File: src/rtl/ipv4_tx_pkt_arbiter.sv
// rtl/ipv4_tx_pkt_arbiter.sv - packet-granular round-robin merge of UDP and ICMP TX byte streams
module ipv4_tx_pkt_arbiter #(
    parameter int MAX_PKT_BYTES = 1500,
    parameter int STALL_TIMEOUT = 255
) (
    input  logic        i_txmac_clk,
    input  logic        i_txmac_arst,

    input  logic        i_udp_pkt_byte_rdy,
    input  logic [7:0]  i_udp_pkt_byte,
    input  logic        i_udp_pkt_byte_vld,
    input  logic        i_udp_pkt_last_byte,
    output logic        o_udp_pkt_byte_rd,

    input  logic        i_icmp_pkt_byte_rdy,
    input  logic [7:0]  i_icmp_pkt_byte,
    input  logic        i_icmp_pkt_byte_vld,
    input  logic        i_icmp_pkt_last_byte,
    output logic        o_icmp_pkt_byte_rd,

    output logic        o_ipv4_pkt_byte_rdy,
    output logic [7:0]  o_ipv4_pkt_byte,
    output logic        o_ipv4_pkt_byte_vld,
    output logic        o_ipv4_pkt_last_byte,
    input  logic        i_ipv4_pkt_byte_rd,

    output logic [15:0] o_udp_pkt_cnt,
    output logic [15:0] o_icmp_pkt_cnt,
    output logic        o_overlength_err,
    output logic        o_stall_err
);

    typedef enum logic [1:0] {
        ST_IDLE  = 2'd0,
        ST_XFER  = 2'd1,
        ST_FLUSH = 2'd2
    } state_t;

    localparam logic        GRANT_UDP   = 1'b0;
    localparam logic        GRANT_ICMP  = 1'b1;
    localparam logic [10:0] BYTE_LIMIT  = 11'(MAX_PKT_BYTES - 1);
    localparam logic [7:0]  STALL_LIMIT = 8'(STALL_TIMEOUT);
    localparam logic [7:0]  STALL_PRE   = 8'(STALL_TIMEOUT - 1);

    state_t      state_q, state_d;
    logic        grant_q, grant_d;
    logic        last_grant_q, last_grant_d;
    logic [10:0] byte_cnt_q, byte_cnt_d;
    logic [7:0]  stall_cnt_q, stall_cnt_d;
    logic [15:0] udp_cnt_q, udp_cnt_d;
    logic [15:0] icmp_cnt_q, icmp_cnt_d;
    logic        ovl_q, ovl_d;
    logic        stall_q, stall_d;

    logic [7:0]  src_byte;
    logic        src_vld;
    logic        src_last;
    logic        src_rd;
    logic        in_xfer;
    logic        at_limit;

    // Select the granted source's head byte and flags.
    always_comb begin
        if (grant_q == GRANT_ICMP) begin
            src_byte = i_icmp_pkt_byte;
            src_vld  = i_icmp_pkt_byte_vld;
            src_last = i_icmp_pkt_last_byte;
        end else begin
            src_byte = i_udp_pkt_byte;
            src_vld  = i_udp_pkt_byte_vld;
            src_last = i_udp_pkt_last_byte;
        end
    end

    assign in_xfer  = (state_q == ST_XFER);
    assign at_limit = (byte_cnt_q == BYTE_LIMIT);

    // Pop the granted source: downstream-paced in XFER, self-paced while discarding a truncated tail.
    always_comb begin
        src_rd = 1'b0;
        case (state_q)
            ST_XFER:  src_rd = i_ipv4_pkt_byte_rd & src_vld;
            ST_FLUSH: src_rd = src_vld;
            default:  src_rd = 1'b0;
        endcase
    end

    assign o_udp_pkt_byte_rd    = src_rd & (grant_q == GRANT_UDP);
    assign o_icmp_pkt_byte_rd   = src_rd & (grant_q == GRANT_ICMP);

    assign o_ipv4_pkt_byte_rdy  = in_xfer;
    assign o_ipv4_pkt_byte      = in_xfer ? src_byte : 8'h00;
    assign o_ipv4_pkt_byte_vld  = in_xfer & src_vld;
    // The byte at the length limit always closes the packet downstream, truncated or not.
    assign o_ipv4_pkt_last_byte = in_xfer & (src_last | at_limit);

    assign o_udp_pkt_cnt        = udp_cnt_q;
    assign o_icmp_pkt_cnt       = icmp_cnt_q;
    assign o_overlength_err     = ovl_q;
    assign o_stall_err          = stall_q;

    // Next-state logic: grant, byte/stall counting, packet accounting and error pulses.
    always_comb begin
        state_d      = state_q;
        grant_d      = grant_q;
        last_grant_d = last_grant_q;
        byte_cnt_d   = byte_cnt_q;
        stall_cnt_d  = stall_cnt_q;
        udp_cnt_d    = udp_cnt_q;
        icmp_cnt_d   = icmp_cnt_q;
        ovl_d        = 1'b0;
        stall_d      = 1'b0;

        case (state_q)
            ST_IDLE: begin
                byte_cnt_d  = 11'd0;
                stall_cnt_d = 8'd0;
                if (i_udp_pkt_byte_rdy || i_icmp_pkt_byte_rdy) begin
                    if (i_udp_pkt_byte_rdy && i_icmp_pkt_byte_rdy) begin
                        grant_d = ~last_grant_q;
                    end else begin
                        grant_d = i_icmp_pkt_byte_rdy;
                    end
                    state_d = ST_XFER;
                end
            end

            ST_XFER: begin
                if (!src_vld) begin
                    if (stall_cnt_q != STALL_LIMIT) begin
                        stall_cnt_d = stall_cnt_q + 8'd1;
                        stall_d     = (stall_cnt_q == STALL_PRE);
                    end
                end else begin
                    stall_cnt_d = 8'd0;
                end

                if (src_rd) begin
                    byte_cnt_d = byte_cnt_q + 11'd1;
                    if (src_last || at_limit) begin
                        if (grant_q == GRANT_UDP) begin
                            udp_cnt_d = udp_cnt_q + 16'd1;
                        end else begin
                            icmp_cnt_d = icmp_cnt_q + 16'd1;
                        end
                        last_grant_d = grant_q;
                        ovl_d        = ~src_last;
                        state_d      = src_last ? ST_IDLE : ST_FLUSH;
                    end
                end
            end

            ST_FLUSH: begin
                if (src_rd && src_last) begin
                    state_d = ST_IDLE;
                end
            end

            default: state_d = ST_IDLE;
        endcase
    end

    // State and counter registers.
    always_ff @(posedge i_txmac_clk or posedge i_txmac_arst) begin
        if (i_txmac_arst) begin
            state_q      <= ST_IDLE;
            grant_q      <= GRANT_UDP;
            last_grant_q <= GRANT_ICMP;
            byte_cnt_q   <= 11'd0;
            stall_cnt_q  <= 8'd0;
            udp_cnt_q    <= 16'd0;
            icmp_cnt_q   <= 16'd0;
            ovl_q        <= 1'b0;
            stall_q      <= 1'b0;
        end else begin
            state_q      <= state_d;
            grant_q      <= grant_d;
            last_grant_q <= last_grant_d;
            byte_cnt_q   <= byte_cnt_d;
            stall_cnt_q  <= stall_cnt_d;
            udp_cnt_q    <= udp_cnt_d;
            icmp_cnt_q   <= icmp_cnt_d;
            ovl_q        <= ovl_d;
            stall_q      <= stall_d;
        end
    end

endmodule

File: config.mk
export PLATFORM = sky130hd
export DESIGN_NAME = ipv4_tx_pkt_arbiter
export DESIGN_NICKNAME = d
export VERILOG_FILES = /design/src/rtl/ipv4_tx_pkt_arbiter.sv
export SDC_FILE = /design/constraint.sdc
export NUM_CORES = 1
export LEC_CHECK = 0
export CAP_MARGIN = 20
export CORE_UTILIZATION = 40
export DETAILED_ROUTE_END_ITERATION = 6
export PLACE_DENSITY = 0.66
export SLEW_MARGIN = 30
export SYNTH_ARGS = -nofsm -noshare
export SYNTH_HDL_FRONTEND = slang
export SYNTH_SLANG_ARGS = --single-unit
File: constraint.sdc
create_clock -name i_txmac_clk -period 4.96 [get_ports i_txmac_clk]
set_clock_uncertainty 0.15 [all_clocks]
set_input_delay 0.992 -clock i_txmac_clk [delete_from_list [all_inputs] [get_ports i_txmac_clk]]
set_output_delay 0.992 -clock i_txmac_clk [all_outputs]
set_load 0.05 [all_outputs]
==> impl_results.md <==
- Critical path class: input pin to primary output
- Clock sink count: 57
- Synthesis Warnings: 0
- CP Cell Sequence: clkdlybuf4s50_1 > mux2i_1 > buf_4 > o31a_1 > nor2_1 > clkdlybuf4s50_1
- Setup TNS: 0 ns
- Critical path buffers and inverters: 3
- Syn avg cell area: 9.46 um^2
- Synth Flop Type: dfrtp_1
- Critical Path Fanout Max: 4
- Post-DR wirelength/cell: 14.5 um
- Pre-CTS WS: 0.931 ns
- Tmin final: 4.01 ns
- Area Growth Syn to Fin: 34.1%
- Post-synth EDFFs: 0
- RSZ-0062 raised after global routing: false
- Mapped Nets: 360
- Die H: 89.9 um
- Max Freq: 249 MHz
- DR iter-0 viols: 115
- Worst-path clk slew: 0.06 ns
- Least-Margin Pin Slew: 0.647 ns
- Buffer depth of the longest clock path: 2
- Max stage delay cell, worst path: clkdlybuf4s50_1
- WP data required: 3.82 ns
- Die ar.: 8090 um^2
- Multi-input gate area in the final layout: 1570 um^2
- DRT Pass-1 Iters: 4
- Total number of vias: 2714
- Vias in the first global route: 2571
- FF-to-FF Start: state_q[1]
- Reg area: 1430 um^2
- Most used cell, CP: clkdlybuf4s50_1
- N_diodes: 0
- Share of cells above drive strength 1: 7.62%
- Slew Viols, Final: 0
- Fillers: 650
- Total wire length: 7330 um
- Worst hold path type: register to register
- Synth Register Bits: 57
- Count of cell types in the netlist: 42
- CTS HTree Levels: 3
- Pwr per Cell Area: 447 nW/um^2
- Util after Layout: 56.3%
- CTS tree: done
- Synth Cell Area: 3090 um^2
- CTS buffer count: 9
- Die Width: 89.9 um
- Remaining DRCs: 0
- Part of the cycle the worst path needs: 80.9%
- Nets: 435
- Routability cong.: 0.780
- Total GRT Usage: 19.1%
- Setup bufs post-CTS: 0
- Largest net degree at the start of global routing: 33
- Max VDD drop: 164 uV
- Cell count after synthesis: 327
- Ys async rst share: 100%
- Post-CTS Resized: 0
- Clk Latency, worst-skew pair: 0.35 ns
- First-pass GRT wire length: 12300 um
- Worst Path Arrival: 2.87 ns
- DR vias/cell: 5.36
- CTS Hold Buffers Added: 0
- Post-route setup slack: 0.946 ns
- Rows: 31
- Initial antenna violation count: 0
- Status: finished, final reports clean
- Final setup viols: 0
- Largest area contributor in the netlist: dfrtp_1
- Crit. End Element: primary output
- Proportion of netlist area held by the largest area contributor: 45.3%
- I/O pins: 72
- CP top delay family: buffers and inverters
- Max-Cap Viols: 0
- Sequential fraction of the synthesis area: 46.2%
- Clk root buf: clkbuf_8
- Grt ovf: 0
- Setup crit start kind: input pin
- Launch point of the worst path: i_icmp_pkt_last_byte
- Starting density of the core: 42.0%
- Routed Antenna Nets: 0
- Slew HR: 56.8%
- Main area contributors after synthesis: dfrtp_1 (45%), xor2_1 (6.2%), nand2_1 (4.6%)
- Hold path start: last_grant_q
- Final hold vios: 0
- CORE AREA: 7370 um^2
- LEAKAGE: 0.00184 uW
- Max stage delay on crit path: 0.72 ns
- Hpwl dp: 5330 um
- PortBufs: 71
cells in the final DEF (no fill, tap or decap), types with 8 or more instances in the layout:
master,instances
o21ai_0,20
nor3_1,11
inv_1,11
nand2_1,38
ha_1,8
dfrtp_1,56
clkbuf_8,10
nand3_1,23
nand4_1,12
xor2_1,22
mux2i_1,11
clkdlybuf4s50_1,71
xnor2_1,11
nor2_1,35
through the flow:
stage / cells / cell area, um^2 / hold slack, ns / power, uW
after floorplan: 327 / 3090 / 0.289 / 1100
after global placement: 490 / 3910 / 0.301 / 1310
after detailed placement: 490 / 3910 / 0.307 / 1320
after CTS: 506 / 4150 / 0.314 / 1860
after global routing: 506 / 4150 / 0.329 / 1950
final: 506 / 4150 / 0.311 / 1850
final timing paths:
check                                             to  slack (ns)  cells past startpoint
min in group asynchronous              byte_cnt_q[9]        0.91                      2
worst max-delay path            o_ipv4_pkt_last_byte        0.95                      6
worst min-delay path                    last_grant_q        0.31                      2
max in group asynchronous               last_grant_q        2.89                      3
worst max register to register      o_udp_pkt_cnt[1]        2.01                      6
worst min register to register          last_grant_q        0.31                      2
per-layer routing:
metal / vias to the layer above / share of wire [%] / global-route usage, %
li1: 1306 / - / -
met5: - / 0 / 0
met2: 55 / 48 / 30.8
met3: 14 / 3.4 / 3.30
met4: 0 / 2.1 / 9.01
met1: 1339 / 46 / 25.0
cell type report:
cell class              count  share of cell area (%)
well taps                  99                    2.99
multi-input cells         247                    37.8
clock buffers              11                    3.41
inverters                  12                    1.09
clock inverters             5                    2.47
flip-flops and latches     57                    34.4
repair buffers             75                    17.9
worst reg2reg max path, cell delays in order (launching register included):
cell,delay (ns)
dfrtp_1,0.41
inv_1,0.10
ha_1,0.42
inv_1,0.41
or3_1,0.66
nor3_4,0.34
mux2_2,0.37
flip-flops by register name, indices dropped and copies added (netlist names):
signal            count
o_overlength_err      1
o_icmp_pkt_cnt       16
stall_cnt_q           8
o_udp_pkt_cnt        16
byte_cnt_q           11
grant_q               1
last_grant_q          1
state_q               2
o_stall_err           1
cell usage after synthesis (4+ instances only):
library cell,count
o21ai_0,20
mux2i_1,11
nor2_1,35
nor4_1,6
nand2_1,38
nand4_1,12
ha_1,8
xnor2_1,11
clkbuf_1,5
nor3_1,11
xor2_1,22
and3_1,7
mux2_2,4
inv_1,12
nand3_1,23
a21oi_1,7
dfrtp_1,56
a31oi_1,6
kinds of logic (layout without fill, tap and decap cells):
family / after synthesis / count (layout) / share of synthesized area (%)
simple gates: 145 / 145 / 23.7
xor+xnor: 33 / 33 / 9.34
mux: 15 / 15 / 5.02
flops: 57 / 57 / 46.2
fa+ha+maj: 8 / 8 / 3.24
buf+inv: 23 / 103 / 3.16
compound gates: 46 / 46 / 9.39
report_power, final:
group | total (uW) | leakage (uW) | switching, uW | internal, uW
combinational | 742 | 0.000954 | 489 | 252
clock | 542 | 0.000120 | 195 | 347
sequential | 571 | 0.000770 | 60.8 | 510
Note: power is estimated with default switching activity, not from simulation.
